**src/rtl/mult4_arb_seq.sv**
```systemverilog
// Two-requester 4x4 unsigned multiplier sharing one shift-add engine.
// Round-robin arbitration in IDLE, four CALC steps, result held in DONE until consumed.
module mult4_arb_seq #(
    parameter bit FAST_ZERO = 1'b1
) (
    input  logic       clk,
    input  logic       rst_n,
    input  logic       req0_valid_i,
    output logic       req0_ready_o,
    input  logic [3:0] req0_a_i,
    input  logic [3:0] req0_b_i,
    input  logic       req1_valid_i,
    output logic       req1_ready_o,
    input  logic [3:0] req1_a_i,
    input  logic [3:0] req1_b_i,
    output logic       res_valid_o,
    input  logic       res_ready_i,
    output logic [7:0] res_o,
    output logic       res_id_o
);

    localparam logic [1:0] S_IDLE = 2'd0;
    localparam logic [1:0] S_CALC = 2'd1;
    localparam logic [1:0] S_DONE = 2'd2;

    logic [1:0] state_q, state_d;
    logic [3:0] h_q, h_d;
    logic [3:0] l_q, l_d;
    logic [3:0] b_q, b_d;
    logic [1:0] cnt_q, cnt_d;
    logic       id_q, id_d;
    logic       prio_q, prio_d;

    logic       grant_any;
    logic       grant_id;
    logic [3:0] a_sel;
    logic [3:0] b_sel;

    logic [3:0] addend;
    logic [3:0] sum;
    logic [4:0] carry;

    // prio_q names the requester that wins when both are valid
    assign grant_any = req0_valid_i | req1_valid_i;
    assign grant_id  = (req0_valid_i && req1_valid_i) ? prio_q : req1_valid_i;

    assign req0_ready_o = rst_n && (state_q == S_IDLE) && grant_any && !grant_id;
    assign req1_ready_o = rst_n && (state_q == S_IDLE) && grant_any &&  grant_id;

    assign a_sel = grant_id ? req1_a_i : req0_a_i;
    assign b_sel = grant_id ? req1_b_i : req0_b_i;

    // Ripple-carry adder; a zero addend makes the sum equal H with no carry,
    // so the shift below is correct whether or not L[0] was set.
    assign addend   = b_q & {4{l_q[0]}};
    assign carry[0] = 1'b0;

    generate
        for (genvar gi = 0; gi < 4; gi++) begin : g_add
            assign sum[gi]     = h_q[gi] ^ addend[gi] ^ carry[gi];
            assign carry[gi+1] = (h_q[gi] & addend[gi]) | (carry[gi] & (h_q[gi] ^ addend[gi]));
        end
    endgenerate

    always_comb begin
        state_d = state_q;
        h_d     = h_q;
        l_d     = l_q;
        b_d     = b_q;
        cnt_d   = cnt_q;
        id_d    = id_q;
        prio_d  = prio_q;
        case (state_q)
            S_IDLE: begin
                if (grant_any) begin
                    id_d   = grant_id;
                    prio_d = ~grant_id;
                    b_d    = b_sel;
                    h_d    = 4'h0;
                    cnt_d  = 2'd0;
                    if (FAST_ZERO && ((a_sel == 4'h0) || (b_sel == 4'h0))) begin
                        l_d     = 4'h0;
                        state_d = S_DONE;
                    end else begin
                        l_d     = a_sel;
                        state_d = S_CALC;
                    end
                end
            end
            S_CALC: begin
                h_d   = {carry[4], sum[3:1]};
                l_d   = {sum[0], l_q[3:1]};
                cnt_d = cnt_q + 2'd1;
                if (cnt_q == 2'd3) begin
                    state_d = S_DONE;
                end
            end
            S_DONE: begin
                if (res_ready_i) begin
                    state_d = S_IDLE;
                end
            end
            default: state_d = S_IDLE;
        endcase
    end

    always_ff @(posedge clk or negedge rst_n) begin
        if (!rst_n) begin
            state_q <= S_IDLE;
            h_q     <= 4'h0;
            l_q     <= 4'h0;
            b_q     <= 4'h0;
            cnt_q   <= 2'd0;
            id_q    <= 1'b0;
            prio_q  <= 1'b0;
        end else begin
            state_q <= state_d;
            h_q     <= h_d;
            l_q     <= l_d;
            b_q     <= b_d;
            cnt_q   <= cnt_d;
            id_q    <= id_d;
            prio_q  <= prio_d;
        end
    end

    assign res_valid_o = (state_q == S_DONE);
    assign res_o       = res_valid_o ? {h_q, l_q} : 8'h00;
    assign res_id_o    = res_valid_o & id_q;

endmodule

```
**config.mk**
```make
export PLATFORM = sky130hd
export DESIGN_NAME = mult4_arb_seq
export DESIGN_NICKNAME = d
export VERILOG_FILES = /design/src/rtl/mult4_arb_seq.sv
export SDC_FILE = /design/constraint.sdc
export NUM_CORES = 1
export LEC_CHECK = 0
export CORE_ASPECT_RATIO = 0.75
export CORE_MARGIN = 8
export CORE_UTILIZATION = 45
export DETAILED_ROUTE_END_ITERATION = 16
export PLACE_DENSITY = 0.85
export SLEW_MARGIN = 40
export SYNTH_ARGS = -nofsm -noshare
export SYNTH_HDL_FRONTEND = slang
export SYNTH_SLANG_ARGS = --single-unit
```
**constraint.sdc**
```tcl
create_clock -name clk -period 2.56 [get_ports clk]
set_input_delay 0.512 -clock clk [delete_from_list [all_inputs] [get_ports clk]]
set_output_delay 0.512 -clock clk [all_outputs]
set_load 0.01 [all_outputs]
```
==> results of run 1 <==
-- state kept, by name, indices dropped and copies added (netlist names) --
name     cells
cnt_q        2
id_q         1
l_q          4
prio_q       1
b_q          4
state_q      2
h_q          4
-- metrics by stage --
stage	total power, mW	instance area, um^2	hold slack (ps)	setup TNS (ps)
2_1_floorplan	0.843	1050	216	0
3_3_place_gp	0.973	1400	455	0
3_5_place_dp	1.00	1400	470	-31.9
4_1_cts	1.19	1440	495	0
5_1_grt	1.29	1460	516	0
6_report	1.19	1460	491	0
-- report_power, final --
part	leakage, nW	internal [mW]	total [mW]	switching (mW)
Sequential	0.227	0.405	0.500	0.0951
Clock	0.0210	0.0868	0.175	0.0886
Combinational	0.426	0.250	0.515	0.265
Total	0.674	0.742	1.19	0.449
-- timing repair --
item,in CTS,in global routing
setup buffers,0,1
endpoints found under the setup margin,3,2
resized for setup,2,2
pin swaps,0,1
-- cell usage in the layout (no fill, tap or decap), types with 2 or more instances in the layout --
cell / n
inv_1: 6
a22o_1: 2
a22oi_1: 4
clkdlybuf4s50_1: 30
mux2i_1: 8
o21ai_1: 4
nor4_1: 4
and2_1: 11
nor2b_1: 2
o31ai_1: 4
nand2_1: 11
buf_4: 5
dlymetal6s2s_1: 2
nor2_1: 7
clkbuf_4: 3
ha_1: 2
o21ai_0: 4
fa_1: 3
dfrtp_1: 18
-- path summary, 6_finish.rpt --
check	startpoint	end	cells past startpoint
max	state_q[1]$_DFFE_PN0P_	res_o[2]	3
min	b_q[0]$_DFFE_PN0P_	b_q[0]$_DFFE_PN0P_	2
max reg2reg	l_q[0]$_DFFE_PN0P_	h_q[2]$_DFFE_PN0P_	9
min reg2reg	b_q[0]$_DFFE_PN0P_	b_q[0]$_DFFE_PN0P_	2
max in group asynchronous	rst_n	b_q[1]$_DFFE_PN0P_	2
min in group asynchronous	rst_n	l_q[3]$_DFFE_PN0P_	2
-- area by class of cell --
type | instances | area [um^2] | share of cell area
Multi-Input combinational cell | 78 | 552 | 0.379
Sequential cell | 18 | 450 | 0.310
Timing Repair Buffer | 37 | 363 | 0.249
Clock buffer | 4 | 36.3 | 0.0249
Tap cell | 25 | 31.3 | 0.0215
Inverter | 6 | 22.5 | 0.0155
-- metal layers --
layer / track usage / vias up / share of wire
met1: 0.149 / 431 / 0.47
met3: 0.0706 / 2 / 0.093
met2: 0.207 / 38 / 0.43
li1: - / 445 / -
met5: 0 / - / 0
met4: 0.0348 / 0 / 0.0039
-- logic make-up after synthesis --
group	count (synthesis)	synth area share
simple gates	42	0.205
compound gates	22	0.143
flops	18	0.429
buf+inv	12	0.0536
mux	9	0.0893
fa+ha+maj	5	0.0810
-- worst max-delay path, cell delays in order, from the launching register on --
cell	delay, ps
dfrtp_1	450
nor2b_2	400
and2_1	200
clkdlybuf4s50_1	540
==> run summary, run 1 <==
The flow ran to the end, and the final reports show no timing, DRC or antenna violations. TritonCTS built the clock tree. The layout net count is 170. The ratio of cells with drive above 1 in the final layout is 0.0909.

The total clock buffers created by CTS is 3. The count of flip-flops with a built-in enable after synthesis is 0. 33 I/O pins were placed. The CTS sink count came out at 18. Yosys attributes the largest share of cell area to dfrtp_1 43%, mux2i_1 7.6%, and2_1 6.5%. The type of the setup path with the least slack is register to output pin. The number of optimization iterations in the first detailed-route pass is 4. The via count is 916. The worst-path maximum fanout came out at 11. The leakage component of the power came out at approximately 0.67 nW. The number of synthesized register bits came out at 18. The data required time of the critical path came out at 2050 ps. The die span in y is 57.9 um. The count of inserted antenna diode cells is 0. The number of antenna violations at the first check in global routing was 0. In the global route stage, overall resource usage came out at 0.131. The floorplan has 15 rows. The power per cell area came out at 818 nW/um^2. The area of the die is 4150 um^2. The worst clock skew came out at 5.11 ps. The horizontal extent of the die is 71.8 um. The transition time of the tightest slew-check pin came out at 544 ps. The largest buffer count on any clock path is 2.

The area added between synthesis and finish is 38.5%. The CTS H-tree depth is 1. The net count of the mapped netlist came out at approximately 130.

After the first detailed-routing iteration, the DRC count stood at 38. During synthesis, Yosys emitted a total of 0 warnings. Ranked by instance count, the synthesized netlist is headed by 18 x dfrtp_1, 11 x and2_1, 11 x nand2_1. The shortest clock period the worst path allows after layout is around 2400 ps. The count of different cell masters after synthesis came out at 28. The routed length per instance is 15.1 um. Counting the fill cells in the layout gives 202. The biggest area contributor in the post-synthesis netlist is dfrtp_1.

The leftover overflow at the end of global routing is 0. The source-to-sink clock delay at the later pin of the worst-skew pair came out at roughly 300 ps. The number of failing hold endpoints at the final stage came to 0. The final worst-path setup slack came out at 156 ps. The number of remaining DRC errors is 0. Setup repair after global routing left no endpoint under its margin. The post-synthesis instance area is 1050 um^2. The area share of the leading cell type in the synthesized netlist came out at 0.429. Counting every instance in the synthesized netlist gives about 110. The tool flagged a number of max-cap violations equal to 0. The number of max-slew violations in the final report is 0. The pre-CTS setup slack came out at -17.3 ps. The placer congestion estimate came out at 0.787.

The most used standard cell by instance count after synthesis is dfrtp_1. The placeable core area came out at 2250 um^2. The count of final setup violators is 0. STA classifies the critical path endpoint as an output pin. The class of the worst hold path is register to register. The number of vias per cell after detailed routing came out at 5.45. The average cell area after synthesis came out at 9.73 um^2. The global-route wire length before repair came out at 4.33 mm. The worst setup path is launched from a register. For this run, the leading register cell type out of synthesis is dfrtp_1.

The post-DP HPWL came out at 2.02 mm. The share of the Yosys chip area taken by registers is 0.429. The initial cell density of the core is 0.467. The total instance count after detailed placement is 163. The utilization after layout is 0.646. After synthesis, the share of flip-flops with an asynchronous set or reset is 1.00. Clock-pin slew was measured on the worst setup and hold paths at 100 ps.

The arrival time reported for the critical path endpoint is 1890 ps. The top achievable clock speed came out at 416 MHz. The number of routed nets with antenna violations is 0. The peak supply drop is ~0.47 mV. The via count of the first global-routing pass came out at 999. The worst max-slew margin expressed relative to the limit came out at 0.636. The root buffer cell chosen for the clock tree is clkbuf_4.

The count of buffers inserted at the top-level ports came out at 32. The final cell count without fillers is about 170. For this design, the CTS-stage hold fixing added 0 buffers. Entering global routing, the biggest net connects 19 pins. After detailed routing, the total wire length is 2.53 mm. The worst-case register-to-register setup slack is 470 ps.

The share of the clock period used by the worst path after layout came out at 0.939.
No activity file was read; power rests on OpenSTA's default activity.
==> run 2: changes to the inputs <==
- SLEW_MARGIN: 40 -> 20
==> results of run 2 <==
No change in the layout: final DEF, timing and power equal those of run 1.
==> run 3: changes to the inputs <==
- ABC_AREA: default -> 1
- CORE_UTILIZATION: 45 -> 46
==> run summary, run 3 <==
Result of the run: completed (unchanged). The number of optimization iterations in the first detailed-route pass is 4 (unchanged). The initial cell density of the core came to 0.487 (was 0.467). The class of the worst hold path is register to register (unchanged). The count of flip-flops with a built-in enable after synthesis is 0 (unchanged). The horizontal extent of the die came to 72.8 um (was 71.8 um).

The placer congestion estimate came out at 0.843 (was 0.787). The clock transition at the registers of the reported paths is 100 ps (about the same). The post-route cell area is 1540 um^2 (was 1460 um^2). The CTS H-tree depth came to 1 (unchanged).

The area added between synthesis and finish came out at 38.0% (was 38.5%). The net count of the mapped netlist came to 177 (was 134). The gate count of the mapped netlist is 151 (was 108). The sequential share of the synthesized area came out at 0.404 (was 0.429). The count of final setup violators came out at 0 (unchanged). The type of element launching the critical path is an input pin (was register). The DRC violation total after the first TritonRoute iteration came to 62 (was 38). The area of the die came out at 4270 um^2 (was 4150 um^2). Crit path cell chain: clkdlybuf4s50_1 > nor2_2 > nor2_4 > inv_2 > nor2_1 > inv_1 > nor2_1 > dlygate4sd2_1 (was nor2b_2 > and2_1 > clkdlybuf4s50_1).

The transition time of the tightest slew-check pin is 368 ps (was 544 ps). The data required time of the critical path is 2050 ps (about the same). The sum of routed wire length over all layers came out at 3.02 mm (was 2.53 mm). The via count came out at 1131 (was 916).

The post-DP HPWL is 2.48 mm (was 2.02 mm). The number of antenna violations at the first check in global routing is 0 (unchanged). The flip-flop cell with the highest count after synthesis is dfrtp_1 (unchanged). The number of vias per cell after detailed routing is 5.05 (was 5.45).

The final worst-path setup slack is 155 ps (was 156 ps). The multiplexer share of the synthesized area came out at 0 (was 0.0893). The synthesized-area fraction occupied by ao, oa, aoi and oai cells was 0.121 (was 0.143). The arrival time reported for the critical path endpoint is 1890 ps (about the same). Top library cells by usage in the layout, fill and taps aside: 30 x clkdlybuf4s50_1, 28 x nand2_1, 24 x inv_1, 24 x nor2_1, 18 x dfrtp_1 (was 30 x clkdlybuf4s50_1, 18 x dfrtp_1, 11 x and2_1, 11 x nand2_1, 8 x mux2i_1).

The xor-xnor portion of the synthesized cell area came out at 0 (unchanged). The number of max-slew violations in the final report is 0 (unchanged). The maximum number of pins on one net before global-route repair is 19 (unchanged). The share of the clock period used by the worst path after layout came out at 0.939 (about the same). The hold path startpoint was cnt_q[0]$_DFFE_PN0P_ (was b_q[0]$_DFFE_PN0P_). The die span in y came out at 58.6 um (was 57.9 um).

Unrepaired setup endpoints after global routing: false (unchanged). The top cell type by total area after synthesis is dfrtp_1 (unchanged). The number of synthesized register bits came out at 18 (unchanged). The area share of fa/ha/maj cells after synthesis is 0.0763 (was 0.0810). The worst min-delay path endpoint is cnt_q[0]$_DFFE_PN0P_ (was b_q[0]$_DFFE_PN0P_). The CTS sink count is 18 (unchanged).

The routed length per instance is 13.5 um (was 15.1 um). The worst-case register-to-register setup slack is 410 ps (was 470 ps). The count of different cell masters after synthesis came out at 24 (was 28). The number of failing hold endpoints at the final stage is 0 (unchanged). The leftover overflow at the end of global routing came out at 0 (unchanged). The total of max-cap violations came to 0 (unchanged).

The TritonCTS clock tree is built (unchanged). The path depth of the worst reg2reg path came out at 10 (was 9). The total clock buffers created by CTS was 3 (unchanged). The worst-path maximum fanout came out at 3 (was 11). The area of placed instances came to 1520 um^2 (was 1400 um^2). The shortest clock period the worst path allows after layout came to 2410 ps (was 2400 ps).

The post-synthesis instance area is 1110 um^2 (was 1050 um^2). The number of fillers in the final layout was 209 (was 202). The cell that appears most often on the critical path is nor2_1. The power per cell area came out at 960 nW/um^2 (was 818 nW/um^2). The worst stage delay on the critical path was 540 ps (about the same).

The count of hold-fix buffers inserted at cts is 0 (unchanged). The number of warnings printed during yosys synthesis came to 0 (unchanged). The capturing element type of the critical path is an output pin (unchanged). The I/O pin count came out at 33 (unchanged). The most used standard cell by instance count after synthesis is nand2_1 (was dfrtp_1).

The global-route wire length before repair came out at 5.13 mm (was 4.33 mm). The startpoint of the worst register-to-register path was l_q[0]$_DFFE_PN0P_ (unchanged). The peak supply drop came out at 0.471 mV (about the same). The worst hold path depth came out at 1 (was 2). The sum of internal, switching and leakage power came out at 1.48 mW (was 1.19 mW).

The area share of the leading cell type in the synthesized netlist came out at 0.404 (was 0.429). The average cell area after synthesis is 7.38 um^2 (was 9.73 um^2). Commonest cells post-synth: 28 x nand2_1, 24 x inv_1, 24 x nor2_1 (was 18 x dfrtp_1, 11 x and2_1, 11 x nand2_1). The leading cell type in the layout, fill and taps excluded is clkdlybuf4s50_1 (unchanged).

The layout net count is 218 (was 170). The terminus of the critical flop-to-flop path was h_q[2]$_DFFE_PN0P_ (unchanged). The worst max-slew margin expressed relative to the limit came out at 0.754 (was 0.636).

The top achievable clock speed came out at 416 MHz (about the same). Leading registers by flop count: b_q (4), h_q (4), l_q (4) (unchanged). The number of remaining DRC errors came to 0 (unchanged). The placeable core area came out at 2290 um^2 (was 2250 um^2). The type of the setup path with the least slack is input pin to output pin (was register to output pin). The overall routing resource usage came out at 0.149 (was 0.131). The buffer cell driving the clock tree root is clkbuf_4 (unchanged). The combinational family with the most area after synthesis was simple AND/OR/NAND/NOR gates (unchanged). The largest buffer count on any clock path came out at 2 (unchanged). The number of routed nets with antenna violations came out at 0 (unchanged).

The via count of the first global-routing pass is 1200 (was 999). Largest cells by area after synthesis: dfrtp_1 40%, nand2_1 9.4%, inv_1 8.1% (was dfrtp_1 43%, mux2i_1 7.6%, and2_1 6.5%). The number of rows in the core area is 15 (unchanged).

The count of buffers inserted at the top-level ports came to 32 (unchanged). The worst-path cell with the longest stage delay is clkdlybuf4s50_1 (unchanged). The pre-CTS setup slack is -117 ps (was -17.3 ps). The area fraction in and, or, nand and nor cells after synthesis is 0.297 (was 0.205).

The worst clock skew came to 6.46 ps (was 5.11 ps). The share of async-settable or async-resettable flops after synthesis is 1.00 (unchanged). The source-to-sink clock delay at the later pin of the worst-skew pair came out at 290 ps (was 300 ps). The ratio of cells with drive above 1 in the final layout is 0.105 (was 0.0909).

The leakage component of the power was 0.777 nW (was 0.674 nW). The count of inserted antenna diode cells is 0 (unchanged).
-- run 3: cell count changes in the layout (fill, tap and decap cells not counted), moves of 6 or more --
cell     delta
a21oi_1     +6
inv_1      +18
and2_1     -11
mux2i_1     -8
nand3_1    +13
nand2_1    +17
nor2_1     +17
-- run 3: report_power, final --
| part | internal, mW | leakage [nW] | total (mW) | switching (mW) |
|---|---|---|---|---|
| registers | 0.413 | 0.217 | 0.502 | 0.0895 |
| logic | 0.350 | 0.547 | 0.830 | 0.480 |
| clock network | 0.0548 | 0.0138 | 0.145 | 0.0899 |
| total | 0.818 | 0.777 | 1.48 | 0.660 |
-- run 3: logic make-up (layout without fill, tap and decap cells) --
family          after synthesis  after routing
flops                        18             18
compound gates               24             24
simple gates                 75             75
fa+ha+maj                     5              5
buf+inv                      29             68
-- run 3: through the flow --
stage | utilization | instances | setup TNS, ps | hold WS (ps)
6_report | 0.672 | 224 | 0 | 525
5_1_grt | 0.672 | 224 | 0 | 558
4_1_cts | 0.671 | 224 | 0 | 526
3_5_place_dp | 0.662 | 221 | -117 | 503
3_3_place_gp | 0.662 | 221 | -12.6 | 482
2_1_floorplan | - | 151 | 0 | 216
-- run 3: layout make-up --
type                       instances  area [um^2]  area share
sequential                        18          450       0.293
timing repair buffer              39          374       0.243
inverter                          26         97.6      0.0634
multi-input combinational        104          552       0.359
tap                               34         42.5      0.0276
clock buffer                       3         22.5      0.0146
-- run 3: how the worst max path moves through the flow --
stage	startpoint	cells past startpoint	to
2_1_floorplan	l_q[0]$_DFFE_PN0P_	10	h_q[2]$_DFFE_PN0P_
3_3_place_gp	req1_valid_i	8	req0_ready_o
3_5_place_dp	req0_valid_i	8	req0_ready_o
4_1_cts	req0_valid_i	6	req1_ready_o
5_1_grt	req1_valid_i	8	req0_ready_o
6_report	req0_valid_i	8	req0_ready_o
-- run 3: repair_timing --
item | in CTS | in global routing
buffers inserted | 0 | 0
resized for setup | 1 | 1
setup endpoints to repair | 1 | 1
-- run 3: critical path: cells and delay by family --
family,cells,cell delay (ps)
simple gates,4,430
buf+inv,4,950
-- run 3: routing by layer --
layer | part of all wire | GRT usage
met5 | 0 | 0
met4 | 0.023 | 0.0597
met3 | 0.072 | 0.0441
met2 | 0.44 | 0.244
met1 | 0.46 | 0.178
